## src/rtl/rvm_adder_seq.sv

```systemverilog
// Multi-cycle add/sub/compare unit: WIDTH-bit operands, CHUNK bits per cycle, registered carry chain.
// Optional build macro RVM_ADDER_ZERO_SKIP_EN: ADD/SUB with rhs == 0 finishes one cycle after accept.
module rvm_adder_seq #(
  parameter int WIDTH = 32,
  parameter int CHUNK = 8
) (
  input  logic             clk,
  input  logic             reset,
  input  logic             req,
  input  logic [2:0]       op,
  input  logic [WIDTH-1:0] lhs,
  input  logic [WIDTH-1:0] rhs,
  output logic             ready,
  output logic             done,
  output logic [WIDTH:0]   result,
  output logic             overflow
);

  localparam int NCH = (CHUNK > 0) ? WIDTH / CHUNK : 1;
  localparam int CW  = (NCH > 1) ? $clog2(NCH) : 1;

  if (WIDTH < 1 || CHUNK < 1 || (WIDTH % CHUNK) != 0) begin : g_bad_cfg
    $error("rvm_adder_seq: WIDTH must be a positive multiple of CHUNK");
  end

  typedef enum logic [1:0] {S_IDLE, S_RUN, S_DONE} state_e;
  typedef enum logic [2:0] {
    OP_NOP  = 3'b000,
    OP_ADD  = 3'b001,
    OP_SUB  = 3'b010,
    OP_SLT  = 3'b011,
    OP_SLTU = 3'b100
  } op_e;

  state_e           state_q, state_d;
  op_e              op_q, op_d;
  logic [WIDTH-1:0] lhs_q, lhs_d;   // lhs shifts out as the sum shifts in
  logic [WIDTH-1:0] rhs_q, rhs_d;
  logic             carry_q, carry_d;
  logic [CW-1:0]    cnt_q, cnt_d;
  logic             a_msb_q, a_msb_d;
  logic             b_msb_q, b_msb_d;
  logic [WIDTH:0]   result_q, result_d;
  logic             overflow_q, overflow_d;
`ifdef RVM_ADDER_ZERO_SKIP_EN
  logic             skip_q, skip_d;
`endif

  logic [CHUNK:0]   chunk_sum;
  logic [WIDTH-1:0] lhs_shift, rhs_shift;
  logic             op_valid, op_is_sub, accept;
  logic             fin_carry, fin_msb, fin_ovf;

  assign chunk_sum = {1'b0, lhs_q[CHUNK-1:0]} + {1'b0, rhs_q[CHUNK-1:0]}
                   + {{CHUNK{1'b0}}, carry_q};

  if (CHUNK < WIDTH) begin : g_multi
    assign lhs_shift = {chunk_sum[CHUNK-1:0], lhs_q[WIDTH-1:CHUNK]};
    assign rhs_shift = {{CHUNK{1'b0}}, rhs_q[WIDTH-1:CHUNK]};
  end else begin : g_single
    assign lhs_shift = chunk_sum[CHUNK-1:0];
    assign rhs_shift = '0;
  end

  assign fin_carry = chunk_sum[CHUNK];
  assign fin_msb   = lhs_shift[WIDTH-1];
  assign fin_ovf   = (a_msb_q == b_msb_q) && (fin_msb != a_msb_q);

  assign op_valid  = (op == OP_ADD) || (op == OP_SUB) || (op == OP_SLT) || (op == OP_SLTU);
  assign op_is_sub = (op != OP_ADD);
  assign ready     = (state_q != S_RUN);
  assign accept    = req && ready && op_valid;

  always_comb begin
    // NOTE: every *_d starts from its *_q so no path through this block can infer a latch.
    state_d    = state_q;
    op_d       = op_q;
    lhs_d      = lhs_q;
    rhs_d      = rhs_q;
    carry_d    = carry_q;
    cnt_d      = cnt_q;
    a_msb_d    = a_msb_q;
    b_msb_d    = b_msb_q;
    result_d   = result_q;
    overflow_d = overflow_q;
`ifdef RVM_ADDER_ZERO_SKIP_EN
    skip_d     = skip_q;
`endif
    case (state_q)
      S_IDLE, S_DONE: begin
        state_d = S_IDLE;
        if (accept) begin
          state_d = S_RUN;
          op_d    = op_e'(op);
          lhs_d   = lhs;
          rhs_d   = op_is_sub ? ~rhs : rhs;
          carry_d = op_is_sub;
          cnt_d   = '0;
          a_msb_d = lhs[WIDTH-1];
          b_msb_d = op_is_sub ? ~rhs[WIDTH-1] : rhs[WIDTH-1];
`ifdef RVM_ADDER_ZERO_SKIP_EN
          skip_d  = ((op == OP_ADD) || (op == OP_SUB)) && (rhs == '0);
`endif
        end
      end
      S_RUN: begin
        lhs_d   = lhs_shift;
        rhs_d   = rhs_shift;
        carry_d = fin_carry;
        cnt_d   = cnt_q + CW'(1);
`ifdef RVM_ADDER_ZERO_SKIP_EN
        if (skip_q) begin
          state_d    = S_DONE;
          result_d   = {1'b0, lhs_q};
          overflow_d = 1'b0;
        end else
`endif
        if (cnt_q == CW'(NCH - 1)) begin
          state_d = S_DONE;
          case (op_q)
            OP_ADD: begin
              result_d   = {fin_carry, lhs_shift};
              overflow_d = fin_ovf;
            end
            OP_SUB: begin
              result_d   = {~fin_carry, lhs_shift};
              overflow_d = fin_ovf;
            end
            OP_SLT: begin
              result_d   = {{WIDTH{1'b0}}, fin_msb ^ fin_ovf};
              overflow_d = 1'b0;
            end
            OP_SLTU: begin
              result_d   = {{WIDTH{1'b0}}, ~fin_carry};
              overflow_d = 1'b0;
            end
            default: ;
          endcase
        end
      end
      default: state_d = S_IDLE;
    endcase
  end

  // NOTE: non-blocking assignments here so all flops see pre-edge values; datapath regs are reset too so reset leaves result/overflow at 0.
  always_ff @(posedge clk) begin
    if (reset) begin
      state_q    <= S_IDLE;
      op_q       <= OP_NOP;
      lhs_q      <= '0;
      rhs_q      <= '0;
      carry_q    <= 1'b0;
      cnt_q      <= '0;
      a_msb_q    <= 1'b0;
      b_msb_q    <= 1'b0;
      result_q   <= '0;
      overflow_q <= 1'b0;
`ifdef RVM_ADDER_ZERO_SKIP_EN
      skip_q     <= 1'b0;
`endif
    end else begin
      state_q    <= state_d;
      op_q       <= op_d;
      lhs_q      <= lhs_d;
      rhs_q      <= rhs_d;
      carry_q    <= carry_d;
      cnt_q      <= cnt_d;
      a_msb_q    <= a_msb_d;
      b_msb_q    <= b_msb_d;
      result_q   <= result_d;
      overflow_q <= overflow_d;
`ifdef RVM_ADDER_ZERO_SKIP_EN
      skip_q     <= skip_d;
`endif
    end
  end

  assign done     = (state_q == S_DONE);
  assign result   = result_q;
  assign overflow = overflow_q;

endmodule

```

## config.mk

```make
export PLATFORM = sky130hd
export DESIGN_NAME = rvm_adder_seq
export DESIGN_NICKNAME = d
export VERILOG_FILES = /design/src/rtl/rvm_adder_seq.sv
export SDC_FILE = /design/constraint.sdc
export NUM_CORES = 1
export LEC_CHECK = 0
export ABC_AREA = 1
export BUFFER_PORTS_ARGS = -buffer_cell sky130_fd_sc_hd__buf_2
export CORE_UTILIZATION = 49
export CTS_CLUSTER_DIAMETER = 200
export DETAILED_ROUTE_END_ITERATION = 8
export GPL_TIMING_DRIVEN = 0
export PLACE_DENSITY = 0.76
export SLEW_MARGIN = 20
export SYNTH_ARGS = -nofsm -noshare
export SYNTH_HDL_FRONTEND = slang
export SYNTH_SLANG_ARGS = --single-unit
```

## constraint.sdc

```tcl
create_clock -name clk -period 2.2 [get_ports clk]
set_input_delay 0.44 -clock clk [delete_from_list [all_inputs] [get_ports clk]]
set_output_delay 0.44 -clock clk [all_outputs]
set_load 0.005 [all_outputs]
```

==> results.md, run 1 <==
Power:
- The sum of internal, switching and leakage power is 0.003961 W.
- The combinational group share of total power is ~17%.
- The clock network burns 29.4% of the power.
- In this run the power density over the cells is 669.6 nW/um2.
- For this design the total switching power over the nets is 0.001188 W.
- Sequential cells burn 53.7% of the power.
- The worst vdd rail ir drop is 0.3572 mV.
- In this run the static leakage power is roughly 2.7 nW.
- Internal power comes to roughly 0.0028 W.
- Net switching is 30.01% of the power.

STA:
- The max-slew violation total from the final report is 0.
- Setup repair after global routing left no endpoint under its margin.
- The final cycle utilization of the critical path is 93.15%.
- On the final layout, the worst clock skew is 0.01571 ns.
- The final-report hold violation count is 0.
- At the pin with the least slew margin, the transition time is approximately 0.66 ns.
- Measured against its own limit, the worst slew margin works out to 55.82%.
- The final number of setup-violating endpoints is 0.
- For this run, the top clock speed supported by timing is 488.0 MHz.
- Once routing completed, OpenROAD measured the worst setup slack at between 0.15 and 0.2 ns.
- The final critical path time including I/O delays and setup is 2.049 ns.

Flow run:
- The reported max-cap violation count is 0.

Drt:
- Wires add up to 13.45 mm.
- The detailed-route via count is 4808.
- The count of nets left with antenna violations once routing finished came out at 0.
- Using the TritonRoute via totals, the vias-per-cell ratio works out to between 5 and 6.
- The pre-antenna-repair detailed-routing pass consisted of 5 iterations.
- In the routed design, unresolved DRC markers number 0.
- In the final routed layout, each cell accounts on average for 14.58 um.
- The detailed router finished its first iteration with around 300 violations.

Synthesis:
- Multiplexer cells account for 0% of the synthesized area.
- The fraction of the mapped netlist area in compound gates is 17.12%.
- The synthesis warning total is 0.
- The total of flip-flops plus latches after synthesis is ~110.
- The synthesized netlist devotes 6.278% of its cell area to XOR and XNOR gates.
- By area, the combinational part of the netlist is dominated by simple AND/OR/NAND/NOR gates.
- The count of mapped cells out of synthesis is 670.
- The portion of the post-synthesis area used by sequential elements is 43.05%.
- Counting every net in the synthesized netlist gives 750.
- The simple-gate portion of the synthesized area is 20.18%.
- In the post-synthesis netlist, the biggest area contributors are sky130_fd_sc_hd__dfxtp_1 43%, sky130_fd_sc_hd__nand2_1 14%, sky130_fd_sc_hd__xnor2_1 5.8%.
- The total standard cell area after synthesis is 5022 um2.
- Summed over its instances, the top area cell type makes up 43.05% of the synthesized netlist area.
- The largest area contributor in the netlist is sky130_fd_sc_hd__dfxtp_1.
- After Yosys synthesis, full adders, half adders and majority gates account for under 10% of the synthesized area.
- The count of distinct cell types in the synthesized netlist is 32.
- The synthesized area per cell is 7.496 um2.

Worst setup path:
- Data on the critical path arrives at its endpoint at 2.34 ns.
- The worst stage delay on the critical path is 0.46 ns.
- The worst setup path is captured at a flip-flop.
- The critical path goes through inv_1 -> fa_1 -> fa_2 -> o21ai_4 -> nand3_2 -> nand2_2 -> o21ai_0 -> o21ai_0 -> inv_1.
- The critical path startpoint category is a flip-flop.
- On the critical path, the stage with the largest delay is an instance of sky130_fd_sc_hd__fa_1.
- The critical path contains buffers and inverters numbering 2 combined.
- The path type of the worst setup path is reg -> reg.
- Along the worst path, the maximum fanout reaches 3.
- The data required time of the worst path is 2.49 ns.
- The kind of cell adding the most delay to the critical path is adder cells.

Floorplanning:
- The die covers approximately 11000 um2.
- In this run the vertical extent of the chip is 103.2 um.
- In this run the core area contains 36 standard-cell rows.
- The width of the die is 103.2 um.
- The number of ports placed on the die boundary is between 100 and 150.
- The area inside the core boundary is 9864 um2.
- The initial utilization of the core area, before any placement, comes to between 50% and 60%.

GRT:
- The global-route usage over all layers is a little over a quarter.
- The number of antenna violations at the first check in global routing came to 0.
- Global routing finished with a remaining overflow of 0.
- Entering global routing, the biggest net connects 19 pins.
- The global-route wire length before repair is 21.33 mm.
- The number of global-route vias before repair was approximately 4500.

Clock network:
- The number of clock sinks seen by CTS is 108.
- In this run the post-CTS setup repair buffer count came out at 0.
- The longest clock path from root to sink contains 2 buffers.
- The maximum level of the CTS H-tree is 3.
- The worst-skew pair later-pin latency is 0.39 ns.
- Clock-pin slew was measured on the worst setup and hold paths at approximately 0.11 ns.
- The library cell used as clock root buffer is sky130_fd_sc_hd__clkbuf_8.
- The TritonCTS clock tree is done.
- In this run, CTS created clock tree buffers numbering 9.

Layout:
- The most frequent standard cell in the layout excluding fill and tap cells is sky130_fd_sc_hd__nand2_1.
- The repair_antennas step left the layout with diodes totalling 0.
- The post-route netlist has 20.91% of its cells at a drive strength greater than 1.
- For this run, the post-layout net count is 865.
- Leaving out fill and tap cells, the most frequent cells in the layout are 190 x sky130_fd_sc_hd__nand2_1, 120 x sky130_fd_sc_hd__buf_2, 108 x sky130_fd_sc_hd__dfxtp_1.
- The layout overhead on the synthesized area is 17.76%.
- The post-route standard cell area excluding fillers is 5914 um2.

Placed design:
- The HPWL after detailed placement is 10.17 mm.
- At the placement stage, the worst setup path has a slack of -0.2942 ns.
- The routability congestion estimate is 0.8798.
- The placed instances occupy a cell area of 5709 um2.
- The count of buffers inserted at the top-level ports is around 100.

Outcome:
- The run finished with clean final reports.

Worst hold path:
- The worst hold path belongs to the class in -> reg.
[kinds of logic after synthesis]
kind of cell / count (synthesis)
adders and majority gates: 10
xor gates and xnor gates: 36
DFF: 108
and+or+nand+nor: 249
AOI/OAI and AO/OA: 147
buffers and inverters: 120
[repair_timing]
| item | in CTS | in global routing |
|---|---|---|
| resized for setup | 3 | 3 |
| hold buffers | 0 | 0 |
| endpoints found under the setup margin | 7 | 2 |
| pin swaps | 1 | 0 |
[worst paths after layout]
kind                                  from         end  slack [ns]  depth (start not counted)
worst min register to register  result[10]  result[10]        0.47                          2
worst max register to register    lhs_q[0]  result[32]        0.15                          9
worst max-delay path              lhs_q[0]  result[32]        0.15                          9
worst min-delay path               lhs[14]   lhs_q[14]        0.32                          3
[worst register-to-register path: stages, from the launching register on]
cell and delay [ns]:
sky130_fd_sc_hd__dfxtp_1 0.35, sky130_fd_sc_hd__inv_1 0.06, sky130_fd_sc_hd__fa_1 0.46, sky130_fd_sc_hd__fa_2 0.40
sky130_fd_sc_hd__o21ai_4 0.19, sky130_fd_sc_hd__nand3_2 0.12, sky130_fd_sc_hd__nand2_2 0.10, sky130_fd_sc_hd__o21ai_0 0.07
sky130_fd_sc_hd__o21ai_0 0.15, sky130_fd_sc_hd__inv_1 0.05
[state kept, by name, summed over array words and instances, names as in the netlist]
| name | flops |
|---|---|
| op_q | 3 |
| cnt_q | 2 |
| rhs_q | 32 |
| lhs_q | 32 |
| a_msb_q | 1 |
| state_q | 2 |
| b_msb_q | 1 |
| carry_q | 1 |
| result | 33 |
| overflow | 1 |
[Yosys cell counts]
| library cell | count |
|---|---|
| sky130_fd_sc_hd__ha_1 | 8 |
| sky130_fd_sc_hd__clkbuf_1 | 13 |
| sky130_fd_sc_hd__nand2_4 | 3 |
| sky130_fd_sc_hd__buf_6 | 5 |
| sky130_fd_sc_hd__nand3_1 | 9 |
| sky130_fd_sc_hd__inv_2 | 3 |
| sky130_fd_sc_hd__xnor2_1 | 33 |
| sky130_fd_sc_hd__a21o_1 | 1 |
| sky130_fd_sc_hd__a211oi_1 | 2 |
| sky130_fd_sc_hd__a21oi_1 | 51 |
| sky130_fd_sc_hd__or2_2 | 1 |
| sky130_fd_sc_hd__fa_1 | 2 |
| sky130_fd_sc_hd__dfxtp_1 | 108 |
| sky130_fd_sc_hd__nand3_2 | 3 |
| sky130_fd_sc_hd__a21oi_2 | 1 |
| sky130_fd_sc_hd__inv_1 | 76 |
| sky130_fd_sc_hd__nor2_1 | 36 |
| sky130_fd_sc_hd__nor3_1 | 2 |
| sky130_fd_sc_hd__nand2_2 | 2 |
| sky130_fd_sc_hd__nand2_1 | 191 |
| sky130_fd_sc_hd__xor2_1 | 3 |
| sky130_fd_sc_hd__o22ai_1 | 16 |
| sky130_fd_sc_hd__a31oi_1 | 27 |
| sky130_fd_sc_hd__a221oi_1 | 6 |
| sky130_fd_sc_hd__buf_4 | 5 |
| sky130_fd_sc_hd__buf_2 | 16 |
| sky130_fd_sc_hd__nand3_4 | 1 |
| sky130_fd_sc_hd__inv_4 | 2 |
| sky130_fd_sc_hd__or2_1 | 1 |
| sky130_fd_sc_hd__o221ai_1 | 9 |
| sky130_fd_sc_hd__o21bai_1 | 1 |
| sky130_fd_sc_hd__o21ai_0 | 33 |
[final cells by class]
cell class | instances | area (um2)
buffer | 39 | 222.7
clock buffer | 10 | 137.6
clock inverter | 5 | 46.29
fill | 931 | 3950
inverter | 81 | 309.0
multi-input combinational | 442 | 2350
sequential | 108 | 2162
tap | 133 | 166.4
timing repair buffer | 104 | 520.5
[metal layers]
| metal | GRT usage, % | up-vias | share of wire, % |
|---|---|---|---|
| li1 | - | 2383 | - |
| met1 | 35.55 | 2225 | 44 |
| met2 | 42.46 | 176 | 47 |
| met3 | 4.032 | 24 | 6.9 |
| met4 | 11.27 | 0 | 2.1 |
| met5 | 0 | - | 0 |
[power groups by stage]
stage | Combinational (W) | Sequential, W | Clock [W]
floorplan | 0.000445 | 0.00215 | 0
global placement | 0.000638 | 0.00217 | 0
detailed placement | 0.000657 | 0.00217 | 0
CTS | 0.000662 | 0.00212 | 0.00118
global route | 0.000744 | 0.00214 | 0.00126
finish | 0.000669 | 0.00213 | 0.00117
[per-stage QoR]
stage / hold WS (ns) / std cells / TNS [ns] / utilization (%)
6_report: 0.3218 / 922 / 0 / 59.96
5_1_grt: 0.3229 / 922 / 0 / 59.96
4_1_cts: 0.3174 / 922 / 0 / 59.83
3_5_place_dp: 0.4534 / 907 / -0.9448 / 57.88
3_3_place_gp: 0.4468 / 907 / -1.072 / 57.88
2_1_floorplan: 0.4327 / 670 / 0 / -
Note: power is estimated with default switching activity, not from simulation.
==> run 2, diff against run 1 <==
Settings changed: PLACE_DENSITY 0.76 to default, PLACE_DENSITY_LB_ADDON from default to 0.2.
==> run 2 against run 1 <==
Net effect:
- fmax down 2.7%
- sequential share of layout area down 0.10 points
- setup slack got worse by 0.057 ns
- die area unchanged
- clock power is 5% higher
- clock skew shrank 0.0059 ns
- clock-buffer cell count down 1
- core utilization grew 0.16 points
- global-route usage rose by 0.072 points
- highest routed layer unchanged
==> results.md, run 2 (synthesis gave the netlist of run 1 again) <==
Power:
- The sequential group share of total power is around 53%.
- The switching share of power is about 31%.
- The combinational group share of total power is 16.5%.
- The power density normalized to cell area is 678.3 nW/um2.
- The clock network accounts for a little under a third of the total power.
- The analysis attributes to cell leakage a power of 2.679 nW.
- For this design the total switching power over the nets is 0.001251 W.
- Cell internal power was estimated by the tool at around 0.0028 W.
- The sum of internal, switching and leakage power is 0.004023 W.
- The worst vdd rail ir drop is 0.4090 mV.

STA:
- The headroom to the max-slew limit is 55.73%.
- The final-report hold violation count is 0.
- On the final layout, the worst clock skew is 0.009768 ns.
- The final cycle utilization of the critical path is 95.72%.
- Setup repair after global routing left no endpoint under its margin.
- For the pin with the worst max-slew slack, the measured transition is 0.6640 ns.
- The maximum clock rate is roughly 470 MHz.
- The setup TNS is 0 ns.
- The final number of setup-violating endpoints is 0.
- The max-slew violation total from the final report was 0.
- The final critical path time including I/O delays and setup is 2.106 ns.

Worst setup path:
- The worst setup path is launched from a flip-flop.
- The critical path contains buffers and inverters numbering 2 combined.
- The worst setup path is captured at a flip-flop.
- The endpoint identified for the worst register-to-register timing path is result[32].
- The critical path is of the reg -> reg type.
- The startpoint of the most critical register-to-register path is lhs_q[0].
- The critical-path cell with the highest stage delay is sky130_fd_sc_hd__fa_1.
- The startpoint of the worst setup timing path is lhs_q[0].
- The largest driver fanout on the critical path is 3.
- The critical path crosses 9 cells after its start point.
- The signal on the critical path passes through inv_1 -> fa_1 -> fa_2 -> o21ai_2 -> nand3_2 -> nand2_2 -> o21ai_0 -> o21ai_0 -> inv_1.
- The arrival time reported for the critical path endpoint is 2.41 ns.
- In this design, the largest share of critical-path delay is due to adder cells.
- In this run the register-to-register setup slack is around 0.094 ns.
- The end point of the critical path is result[32].
- The number of cells on the worst reg-to-reg path is 9.
- The worst stage delay on the critical path is 0.48 ns.
- The data required time of the worst path is 2.50 ns.

Clock network:
- In this run the deepest clock path goes through 2 buffers.
- The clock drives about 110 sinks.
- In this run the clock root is driven by a sky130_fd_sc_hd__clkbuf_8.
- The total CTS buffers is 9.
- The H-tree generated during clock tree synthesis spans 3 levels.
- In this run, post-CTS hold repair placed 0 buffers.
- The number of setup buffers added after CTS is 0.
- The TritonCTS clock tree is done.
- The worst-skew pair later-pin latency is 0.39 ns.
- Clock-pin slew was measured on the worst setup and hold paths at 0.12 ns.

Layout:
- The number of flip-flops under the largest register name is 33.
- The combined flip-flop and latch cell area is 2162 um2.
- In the layout the commonest cells are 190 x sky130_fd_sc_hd__nand2_1, 120 x sky130_fd_sc_hd__buf_2, 108 x sky130_fd_sc_hd__dfxtp_1.
- The final antenna diode count is 0.
- The count of filler cells inserted in the layout is around 940.
- Leaving out fill and tap cells, the most frequent cell in the layout is sky130_fd_sc_hd__nand2_1.
- The post-layout net count is 865.
- The fraction of final layout cells sized beyond drive strength 1 is 21.01%.
- Summing all multi-input logic gate instances after layout gives 2342 um2.
- Cells fill 60.12% of the core in the end.
- From synthesis to final layout, the design area changed by 18.09%.

GRT:
- The remaining global-route overflow is 0.
- The number of global-route vias before repair is 4370.
- The number of antenna violations at the first check in global routing is 0.
- Global routing consumed, over all layers together, 26.52% of the routing resources.
- The maximum number of pins on one net before global-route repair is 22.
- The first global-routing pass estimated 21.22 mm of wire.

Floorplanning:
- The overall die height is 103.2 um.
- The core region is around 10000 um2.
- The width of the die is 103.2 um.
- The number of ports placed on the die boundary is 106.
- The floorplan row count is 36.
- The area of the die is 10660 um2.
- The starting density of the core is 50.91%.

Placed design:
- Port buffering added 104 buffers.
- Routability-driven placement finished with a final weighted congestion of 0.9679.
- The HPWL after detailed placement is around 10 mm.

Drt:
- The initial detailed-routing violation count is 293.
- Summed over all nets, wire length on met2 after detailed routing comes to around 6.1 mm.
- The remaining routing DRC violations is 0.
- The routed layout has 4842 vias.
- The first detailed-routing pass took 5 iterations.
- The number of routed nets with antenna violations is 0.
- The post-detailed-routing wire length is 13.34 mm.
- Dividing the detail-routed wire length by the instance count gives 14.45 um.
- The met3 layer wire length in the routed design is 850 um.
- The detailed-route wire length on metal 1 is ~6.1 mm.
- The detail-routed via count per cell is 5.246.
- After detailed routing, no signal wire sits above met4.

Outcome:
- The run finished with clean final reports.

Flow run:
- The reported max-cap violation count is 0.

Worst hold path:
- The worst hold path belongs to the class in -> reg.
## run 2: worst min-delay path by stage
stage	start	slack [ns]	end	depth (start not counted)
finish	lhs[22]	0.31	lhs_q[22]	3
global route	lhs[26]	0.30	lhs_q[26]	3
CTS	lhs[2]	0.31	lhs_q[2]	3
detailed placement	result[11]	0.45	result[11]	2
global placement	result[28]	0.45	result[28]	2
floorplan	cnt_q[0]	0.43	cnt_q[0]	1
## run 2: cell type report
| type | instances | area share, % |
|---|---|---|
| multi-input cells | 442 | 39.49 |
| flip-flops and latches | 108 | 36.46 |
| repair buffers | 104 | 8.776 |
| inverters | 81 | 5.211 |
| plain buffers | 39 | 3.755 |
| well taps | 133 | 2.806 |
| clock buffers | 9 | 2.089 |
| clock inverters | 7 | 1.414 |
## run 2: timing repair
| action | CTS | global route |
|---|---|---|
| gates resized for setup | 3 | 2 |
| pin swaps | 1 | 0 |
| endpoints found under the setup margin | 7 | 2 |
## run 2: routing by layer
layer	track usage, %	vias to the layer above
met4	7.584	0
met1	36.60	2237
met3	5.712	26
met2	41.90	187
li1	-	2392
met5	0	-
## run 2: worst reg2reg max path, cell delays in order (launching register included)
cell and delay, ns:
sky130_fd_sc_hd__dfxtp_1 0.35, sky130_fd_sc_hd__inv_1 0.06, sky130_fd_sc_hd__fa_1 0.48, sky130_fd_sc_hd__fa_2 0.39, sky130_fd_sc_hd__o21ai_2 0.22, sky130_fd_sc_hd__nand3_2 0.13, sky130_fd_sc_hd__nand2_2 0.11, sky130_fd_sc_hd__o21ai_0 0.07
sky130_fd_sc_hd__o21ai_0 0.15, sky130_fd_sc_hd__inv_1 0.05
## run 2: metrics by stage
stage                     setup WS, ns  cells  instance area [um2]  hold slack [ns]
after floorplan                 0.1195    670                 5022           0.4327
after global placement         -0.2127    907                 5709           0.4516
after detailed placement       -0.2597    907                 5709           0.4529
after CTS                      0.04384    923                 5923           0.3091
after global routing           0.01339    923                 5931           0.2995
final                          0.09406    923                 5931           0.3140
## run 2: power groups by stage
stage / logic, W / clock network, W / registers (W)
after floorplan: 0.000445 / 0 / 0.00215
after global placement: 0.000637 / 0 / 0.00217
after detailed placement: 0.000656 / 0 / 0.00217
after CTS: 0.000659 / 0.00125 / 0.00213
after global routing: 0.000741 / 0.00133 / 0.00214
final: 0.000664 / 0.00123 / 0.00213
